$ cat config.mk
export PLATFORM = sky130hd
export DESIGN_NAME = meta_write_scheduler
export DESIGN_NICKNAME = d
export VERILOG_FILES = /design/src/rtl/meta_write_scheduler.sv
export SDC_FILE = /design/constraint.sdc
export NUM_CORES = 1
export LEC_CHECK = 0
export BUFFER_PORTS_ARGS = -buffer_cell sky130_fd_sc_hd__buf_4
export CORE_ASPECT_RATIO = 1.75
export CORE_UTILIZATION = 30
export DETAILED_ROUTE_END_ITERATION = 12
export SKIP_CTS_REPAIR_TIMING = 1
export SYNTH_ARGS = -nofsm -noshare
export SYNTH_HDL_FRONTEND = slang
export SYNTH_SLANG_ARGS = --single-unit
export TNS_END_PERCENT = 20
$ cat constraint.sdc
create_clock -name clock -period 4.4 [get_ports clock]
set_input_delay 0.44 -clock clock [delete_from_list [all_inputs] [get_ports clock]]
set_output_delay 0.44 -clock clock [all_outputs]
set_load 0.03 [all_outputs]
$ cat src/rtl/meta_write_scheduler.sv
// Round-robin scheduler for tag-array metadata writes: N requesters feed a small
// in-order FIFO that drains when the read port is idle, with a starvation override.
//
// state  | meaning
// IDLE   | writes drain only on cycles with no tag-array read; starve counter runs
// FORCE  | readers held off via io_rd_block until exactly one queued write retires
module meta_write_scheduler #(
    parameter int N_REQ        = 8,
    parameter int IDX_W        = 6,
    parameter int WAY_W        = 8,
    parameter int TAG_W        = 20,
    parameter int QDEPTH       = 2,
    parameter int STARVE_LIMIT = 16
) (
    input  logic                     clock,
    input  logic                     reset,
    input  logic [N_REQ-1:0]         io_in_valid,
    output logic [N_REQ-1:0]         io_in_ready,
    input  logic [N_REQ*IDX_W-1:0]   io_in_idx,
    input  logic [N_REQ*WAY_W-1:0]   io_in_way_en,
    input  logic [N_REQ*TAG_W-1:0]   io_in_tag,
    input  logic                     io_rd_busy,
    output logic                     io_rd_block,
    output logic                     io_out_valid,
    input  logic                     io_out_ready,
    output logic [IDX_W-1:0]         io_out_idx,
    output logic [WAY_W-1:0]         io_out_way_en,
    output logic [TAG_W-1:0]         io_out_tag,
    output logic                     io_starved
);

    localparam int GW = (N_REQ > 1) ? $clog2(N_REQ) : 1;
    localparam int PW = (QDEPTH > 1) ? $clog2(QDEPTH) : 1;
    localparam int CW = $clog2(QDEPTH + 1);
    localparam int SW = (STARVE_LIMIT > 1) ? $clog2(STARVE_LIMIT) : 1;

    typedef enum logic {ST_IDLE = 1'b0, ST_FORCE = 1'b1} state_t;

    state_t          state_q, state_d;
    logic [SW-1:0]   starve_cnt_q, starve_cnt_d;
    logic            starved_q, starved_d;
    logic [GW-1:0]   rr_q, rr_d;
    logic [PW-1:0]   head_q, head_d;
    logic [CW-1:0]   count_q, count_d;
    logic [IDX_W-1:0] mem_idx_q [QDEPTH];
    logic [IDX_W-1:0] mem_idx_d [QDEPTH];
    logic [WAY_W-1:0] mem_way_q [QDEPTH];
    logic [WAY_W-1:0] mem_way_d [QDEPTH];
    logic [TAG_W-1:0] mem_tag_q [QDEPTH];
    logic [TAG_W-1:0] mem_tag_d [QDEPTH];

    logic            gnt_any;
    logic [GW-1:0]   gnt_idx;
    logic            can_enq;
    logic            enq_fire;
    logic            deq_fire;
    logic            starve_inc;
    logic [PW-1:0]   tail;

    // Scan from the farthest candidate back so the last hit is the nearest one after rr_q.
    always_comb begin
        gnt_any = 1'b0;
        gnt_idx = '0;
        for (int k = N_REQ; k >= 1; k--) begin
            if (io_in_valid[(int'(rr_q) + k) % N_REQ]) begin
                gnt_any = 1'b1;
                gnt_idx = GW'((int'(rr_q) + k) % N_REQ);
            end
        end
    end

    assign io_out_valid = (count_q != '0) & (~io_rd_busy | (state_q == ST_FORCE));
    assign deq_fire     = io_out_valid & io_out_ready;
    assign can_enq      = (count_q < CW'(QDEPTH)) | deq_fire;
    assign enq_fire     = gnt_any & can_enq & ~reset;
    assign io_in_ready  = enq_fire ? (N_REQ'(1) << gnt_idx) : '0;
    assign starve_inc   = (count_q != '0) & io_rd_busy & ~deq_fire;
    assign tail         = PW'((int'(head_q) + int'(count_q)) % QDEPTH);

    assign io_out_idx    = mem_idx_q[head_q];
    assign io_out_way_en = mem_way_q[head_q];
    assign io_out_tag    = mem_tag_q[head_q];

    // When full with a dequeue, tail aliases head: the retiring slot takes the new entry.
    always_comb begin
        mem_idx_d = mem_idx_q;
        mem_way_d = mem_way_q;
        mem_tag_d = mem_tag_q;
        if (enq_fire) begin
            mem_idx_d[tail] = io_in_idx[int'(gnt_idx)*IDX_W +: IDX_W];
            mem_way_d[tail] = io_in_way_en[int'(gnt_idx)*WAY_W +: WAY_W];
            mem_tag_d[tail] = io_in_tag[int'(gnt_idx)*TAG_W +: TAG_W];
        end
    end

    always_comb begin
        rr_d    = enq_fire ? gnt_idx : rr_q;
        head_d  = head_q;
        if (deq_fire) begin
            head_d = (head_q == PW'(QDEPTH - 1)) ? '0 : head_q + PW'(1);
        end
        count_d = count_q + CW'(enq_fire) - CW'(deq_fire);
    end

    always_ff @(posedge clock or posedge reset) begin
        if (reset) begin
            rr_q    <= GW'(N_REQ - 1);
            head_q  <= '0;
            count_q <= '0;
            for (int i = 0; i < QDEPTH; i++) begin
                mem_idx_q[i] <= '0;
                mem_way_q[i] <= '0;
                mem_tag_q[i] <= '0;
            end
        end else begin
            rr_q      <= rr_d;
            head_q    <= head_d;
            count_q   <= count_d;
            mem_idx_q <= mem_idx_d;
            mem_way_q <= mem_way_d;
            mem_tag_q <= mem_tag_d;
        end
    end

    always_ff @(posedge clock or posedge reset) begin
        if (reset) begin
            state_q      <= ST_IDLE;
            starve_cnt_q <= '0;
            starved_q    <= 1'b0;
        end else begin
            state_q      <= state_d;
            starve_cnt_q <= starve_cnt_d;
            starved_q    <= starved_d;
        end
    end

    always_comb begin
        state_d      = state_q;
        starve_cnt_d = starve_cnt_q;
        starved_d    = 1'b0;
        case (state_q)
            ST_IDLE: begin
                if (starve_inc) begin
                    if (starve_cnt_q == SW'(STARVE_LIMIT - 1)) begin
                        state_d      = ST_FORCE;
                        starve_cnt_d = '0;
                        starved_d    = 1'b1;
                    end else begin
                        starve_cnt_d = starve_cnt_q + SW'(1);
                    end
                end else begin
                    starve_cnt_d = '0;
                end
            end
            ST_FORCE: begin
                starve_cnt_d = '0;
                if (deq_fire) begin
                    state_d = ST_IDLE;
                end
            end
            default: state_d = ST_IDLE;
        endcase
    end

    always_comb begin
        io_rd_block = (state_q == ST_FORCE);
        io_starved  = starved_q;
    end

endmodule

Yosys cells after proc, flatten, opt, wreduce, memory -nomap -nowiden. Index checks and enable logic that the tools add are counted.

Input port bits: 284. Output and inout bits: 45. Logic and storage cells: 144. Register bits after elaboration: 80.

Magnitude comparators: 12. Muxes and demuxes: 68. Bitwise logic cells: 22. Add/sub/neg operators: 13. Shift operators: 4. Reductions and logical operators: 10. $mul: 2. Eq/ne operators: 1.

Operator list (number): $shiftx A160 B9 Y20 (1); $mux W20 (4); $shiftx A64 B7 Y8 (1); $shiftx A48 B7 Y6 (1); $bwmux W40 (1); $lt A4 B5 Y1 const B (8); $mux W8 (5); $mux W1 (29); $bmux W1 S3 (8); $mux W3 (8); $mux W6 (4); $reduce_or A3 Y1 (8); $demux W20 S1 (1); $bwmux W16 (1); $add A3 B3 Y3 const B (4); $bwmux W12 (1); $and A1 B1 Y1 const A (8); $demux W8 S1 (1); $mux W4 (2); $pmux W4 S2 (1); $shl A1 B3 Y8 const A (1); $add A3 B1 Y3 const B (2); $add A3 B2 Y3 const B (2); $and A1 B1 Y1 (6); 18 further kinds (24).

Logic depth before layout (Yosys ltp).
Word-level depth: 18. Depth in mapped cells: 16. Mapped depth without buffers: 11.

Worst setup path before layout. OpenSTA, ideal clock, no wires.

Kind: reg-to-output. From: register rr_q[1]. To: output port io_in_ready[1]. Cell stages (with the launch flop): 15. Setup slack: -58 ps. Data arrival time: 4018 ps. Data required time: 3960 ps. Buffers on the path: 6. Cells stage by stage: dfstp_2 buf_2 buf_2 inv_1 ha_1 buf_6 buf_12 mux2i_1 mux4_1 and4_4 o311a_1 o221ai_2 buf_4 buf_2 nor3b_1.

Cells in the longest elaborated chain, start to end: 15. Elaborated cells on any way between the ends: 52. Those cells by class: 8 x add/sub; 1 x shift; 41 x mux; 2 x bitwise.

RTL lines: start, declared (line 42) `logic [GW-1:0] rr_q, rr_d;`; start signal, assigned (line 107) `rr_q <= GW'(N_REQ - 1);`; start signal, assigned (line 116) `rr_q <= rr_d;`; $add A3 B1 Y3 (line 65, 67); $bmux W1 S3 (line 65) `if (io_in_valid[(int'(rr_q) + k) % N_REQ]) begin`; $mux W1 (not written as such) (2 in a row) (line 65); $mux W1 (8 in a row) (line 65); $and A1 B1 Y1 (2 in a row) (line 75) `assign enq_fire = gnt_any & can_enq & ~reset;`; $mux W8 * (line 76) `assign io_in_ready = enq_fire ? (N_REQ'(1) << gnt_idx) : '0;`; end, declared (line 18) `output logic [N_REQ-1:0] io_in_ready,`.

Mark *: on every way between the ends. The rest lies on a longest branch, timed or not. The select of a mux whose other input is x is not followed.

Final worst setup path.
From: register rr_q[0]. To: output port io_in_ready[5].

The elaborated chain is that of the path after synthesis.

==> results by group <==
Yosys
  – Top FF cell, synth: dfrtp_1
  – Sequential fraction of the synthesis area: 0.299
  – Syn nets: between 800 and 900
  – Avg Cell Area, Syn: 12.1 um2
  – Synth warnings: 0
  – Synth top area cells: dfrtp_1 29%, mux4_2 22%, mux4_1 8.2%
  – Post-synth EDFFs: 0
  – Register bit count reported by yosys: 80
  – Synthesized cell area: 6700 um2
  – Post-synth cell types: 60
  – Synth area leader: dfrtp_1
  – Gate Count Post-Synth: ~550
  – Async S/R FF share, synth: 1.00
  – Post-synth top area share: 0.287

Critical path
  – R2r setup slk: between 0.2 and 0.3 ns
  – Crit end category: primary output
  – Reg2Reg Capture Point: mem_tag_q[22]$_DFFE_PP0P_
  – Reg2reg path depth: 12
  – Critical path class: reg -> out
  – Arr. time, crit path: about 3.8 ns
  – WP data required: about 4 ns
  – Crit start category: register
  – Worst R2R Start: rr_q[0]$_DFFE_PP1P_
  – Setup crit start: rr_q[0]$_DFFE_PP1P_
  – Crit path max fanout: 22

Layout
  – Post-route design area: just under 10000 um2
  – Area occupied by multi-input gates: between 4000 and 5000 um2
  – Ant. Diodes: 0
  – Final core utilization: 0.439
  – Share of cells above drive strength 1: 0.565
  – FF+latch area: approximately 2000 um2
  – Area delta synth->final: 44.0%
  – Final Net Count: 1150
  – Fillers: 2134

Drt
  – Routed len/inst: roughly 19 um
  – Antenna viol nets, final: 0
  – # DRC: 0
  – Vias per inst: approximately 5
  – Routed WL: 22100 um
  – DR iter-0 viols: about 340
  – Vias: just under 6000
  – First-pass DRT Iterations: 4

Floorplanning
  – Chip Width: ~120 um
  – Die area: roughly 23000 um2
  – CORE AREA: around 22000 um2
  – Boundary Pins: 329
  – Rows: between 70 and 80
  – Starting density of the core: 0.305
  – Die H: around 200 um

Clock tree
  – Worst-Skew Late Latency: ~0.34 ns
  – # clock sinks: 80
  – CTS tree: yes
  – H-tree levels: 3
  – Clock transition at path regs: around 0.060 ns
  – CTS root buf: clkbuf_16
  – Num CTS Buffers: 9
  – Max Root-Sink Buffers: 2

Run status
  – Outcome: finished clean

Power
  – Psw: about 4.8 mW
  – Peak supply drop: around 1000 uV
  – Seq pwr share: 0.126
  – Power share of the clock group: 0.065
  – Int Power: ~5.7 mW
  – Total power: ~10 mW
  – PwrDens: 1080 nW/um2
  – LEAKAGE: ~4.3 nW
  – Sw Share: 0.458
  – Comb pwr share: 0.810

GRT
  – Number of global-route vias before repair: just over 6000
  – Largest net degree at the start of global routing: 52
  – Total GRT Usage: 0.188
  – Initial antenna violation count: 0
  – First-pass GRT wire length: approximately 33000 um
  – GR Overflow Total: 0

Timing
  – RSZ-0062 raised after global routing: yes
  – Highest Clock Rate: 0.239 GHz
  – Final hold vios: 0
  – Rel. slew slack: 0.334
  – Skew final: 0.00841 ns
  – Slew Limit Fails: 0
  – Min Clock Period, post-route: 4.19 ns
  – Endpoints failing setup: 0
  – Fin crit share: 0.952
  – Slew @ Worst Pin: about 1.0 ns
  – Fin Hold WS: 0.164 ns

Flow run
  – Max cap viols: 0

Hold path
  – Hold Crit Class: in -> async

Placement
  – Final GP Congestion: approximately 0.91
  – Hpwl dp: 17200 um
  – Post-DP Area: ~9300 um2
  – Port Buffers: approximately 330
-- worst max path at each step --
stage | endpoint | cells past startpoint
floorplan | io_in_ready[5] | 14
global placement | mem_tag_q[22]$_DFFE_PP0P_ | 12
global route | io_in_ready[0] | 12
CTS | io_in_ready[5] | 10
finish | io_in_ready[5] | 11
detailed placement | mem_tag_q[22]$_DFFE_PP0P_ | 12
-- final cells by class --
type                       count  area share
clock buffer                   9      0.0233
clock inverter                 6     0.00389
inverter                      13     0.00661
multi-input combinational    408       0.441
sequential                    80       0.208
tap                          296      0.0384
timing repair buffer         349       0.278
-- cell usage after synthesis, types with 2 or more instances --
cell       count
buf_6          4
dfrtp_1       77
nor4_1         2
o21ai_1        3
clkbuf_1      14
nand2b_1       2
nor3b_1        5
a21oi_1       73
clkbuf_4       5
buf_4          3
mux4_2        66
o21ai_0        8
mux4_1        21
nor3_1         2
buf_12         6
buf_1          3
buf_2         13
mux2_2        38
nand2_1       13
nor2b_1        2
inv_1         12
nor2_1        79
xnor2_1        5
o2bb2ai_1      2
a211oi_1       2
xor2_1         2
ha_1           5
and2_1         3
nand3_1        3
mux2i_1       44
clkbuf_8       3
a31oi_1        2
mux2_4         2
dfstp_2        3
-- flip-flops by register name (all words and copies together), names as in the netlist --
register      count
rr_q              3
starve_cnt_q      4
io_rd_block       1
mem_tag_q        40
mem_way_q        16
head_q            1
io_starved        1
count_q           2
mem_idx_q        12
-- critical path, cell delays in order (launching register included) --
cell      delay, ns
dfstp_2        0.53
bufinv_8       0.20
ha_1           0.36
buf_4          0.19
mux2i_1        0.12
mux4_1         0.54
and4_4         0.21
o311a_1        0.34
o221ai_4       0.29
buf_12         0.22
nor3b_1        0.21
buf_4          0.19
-- cell usage in the layout (no fill, tap or decap), drive strengths merged, types with 2 or more instances in the layout --
| cell | n |
|---|---|
| mux4 | 87 |
| a21oi | 73 |
| o2bb2ai | 2 |
| a31oi | 2 |
| o211ai | 2 |
| mux2 | 41 |
| inv | 11 |
| nand3 | 3 |
| dfrtp | 77 |
| clkinvlp | 3 |
| mux2i | 44 |
| ha | 5 |
| nand2 | 13 |
| clkbuf | 10 |
| a211oi | 3 |
| buf | 348 |
| and2 | 3 |
| nor4 | 2 |
| o21ai | 12 |
| nand2b | 2 |
| nor3b | 5 |
| dfstp | 3 |
| nor2 | 81 |
| clkinv | 4 |
| xor2 | 2 |
| nor2b | 3 |
| xnor2 | 5 |
| nor3 | 2 |
-- through the flow --
stage / setup WS, ns / std cells / setup TNS (ns)
floorplan: -0.0576 / 553 / -0.0576
global placement: 0.312 / 1142 / 0
detailed placement: 0.274 / 1142 / 0
CTS: -0.0641 / 1157 / -0.124
global route: -0.00273 / 1161 / -0.00273
finish: 0.209 / 1161 / 0
-- metal layers --
layer,wire (um),part of all wire,global-route usage,vias to the layer above
met2,12000,0.54,0.334,212
met3,1130,0.051,0.0353,30
met1,8360,0.38,0.223,2904
met4,598,0.027,0.0722,0
met5,0,0,0,-
li1,-,-,-,2757
-- kinds of logic after synthesis --
logic type,after synthesis,synth area share
AOI/OAI and AO/OA,105,0.0926
xor gates and xnor gates,7,0.00915
adders and majority gates,5,0.00933
buffers and inverters,65,0.0698
DFF,80,0.299
muxes,172,0.440
and+or+nand+nor,119,0.0803
-- power groups by stage --
stage | Clock (mW) | Sequential, mW | Combinational (mW)
finish | 0.677 | 1.31 | 8.47
global route | 0.739 | 1.37 | 9.17
CTS | 0.708 | 1.32 | 8.43
detailed placement | 0 | 1.33 | 8.40
global placement | 0 | 1.32 | 8.37
floorplan | 0 | 1.25 | 6.74
(Power assumes the default switching activity.)
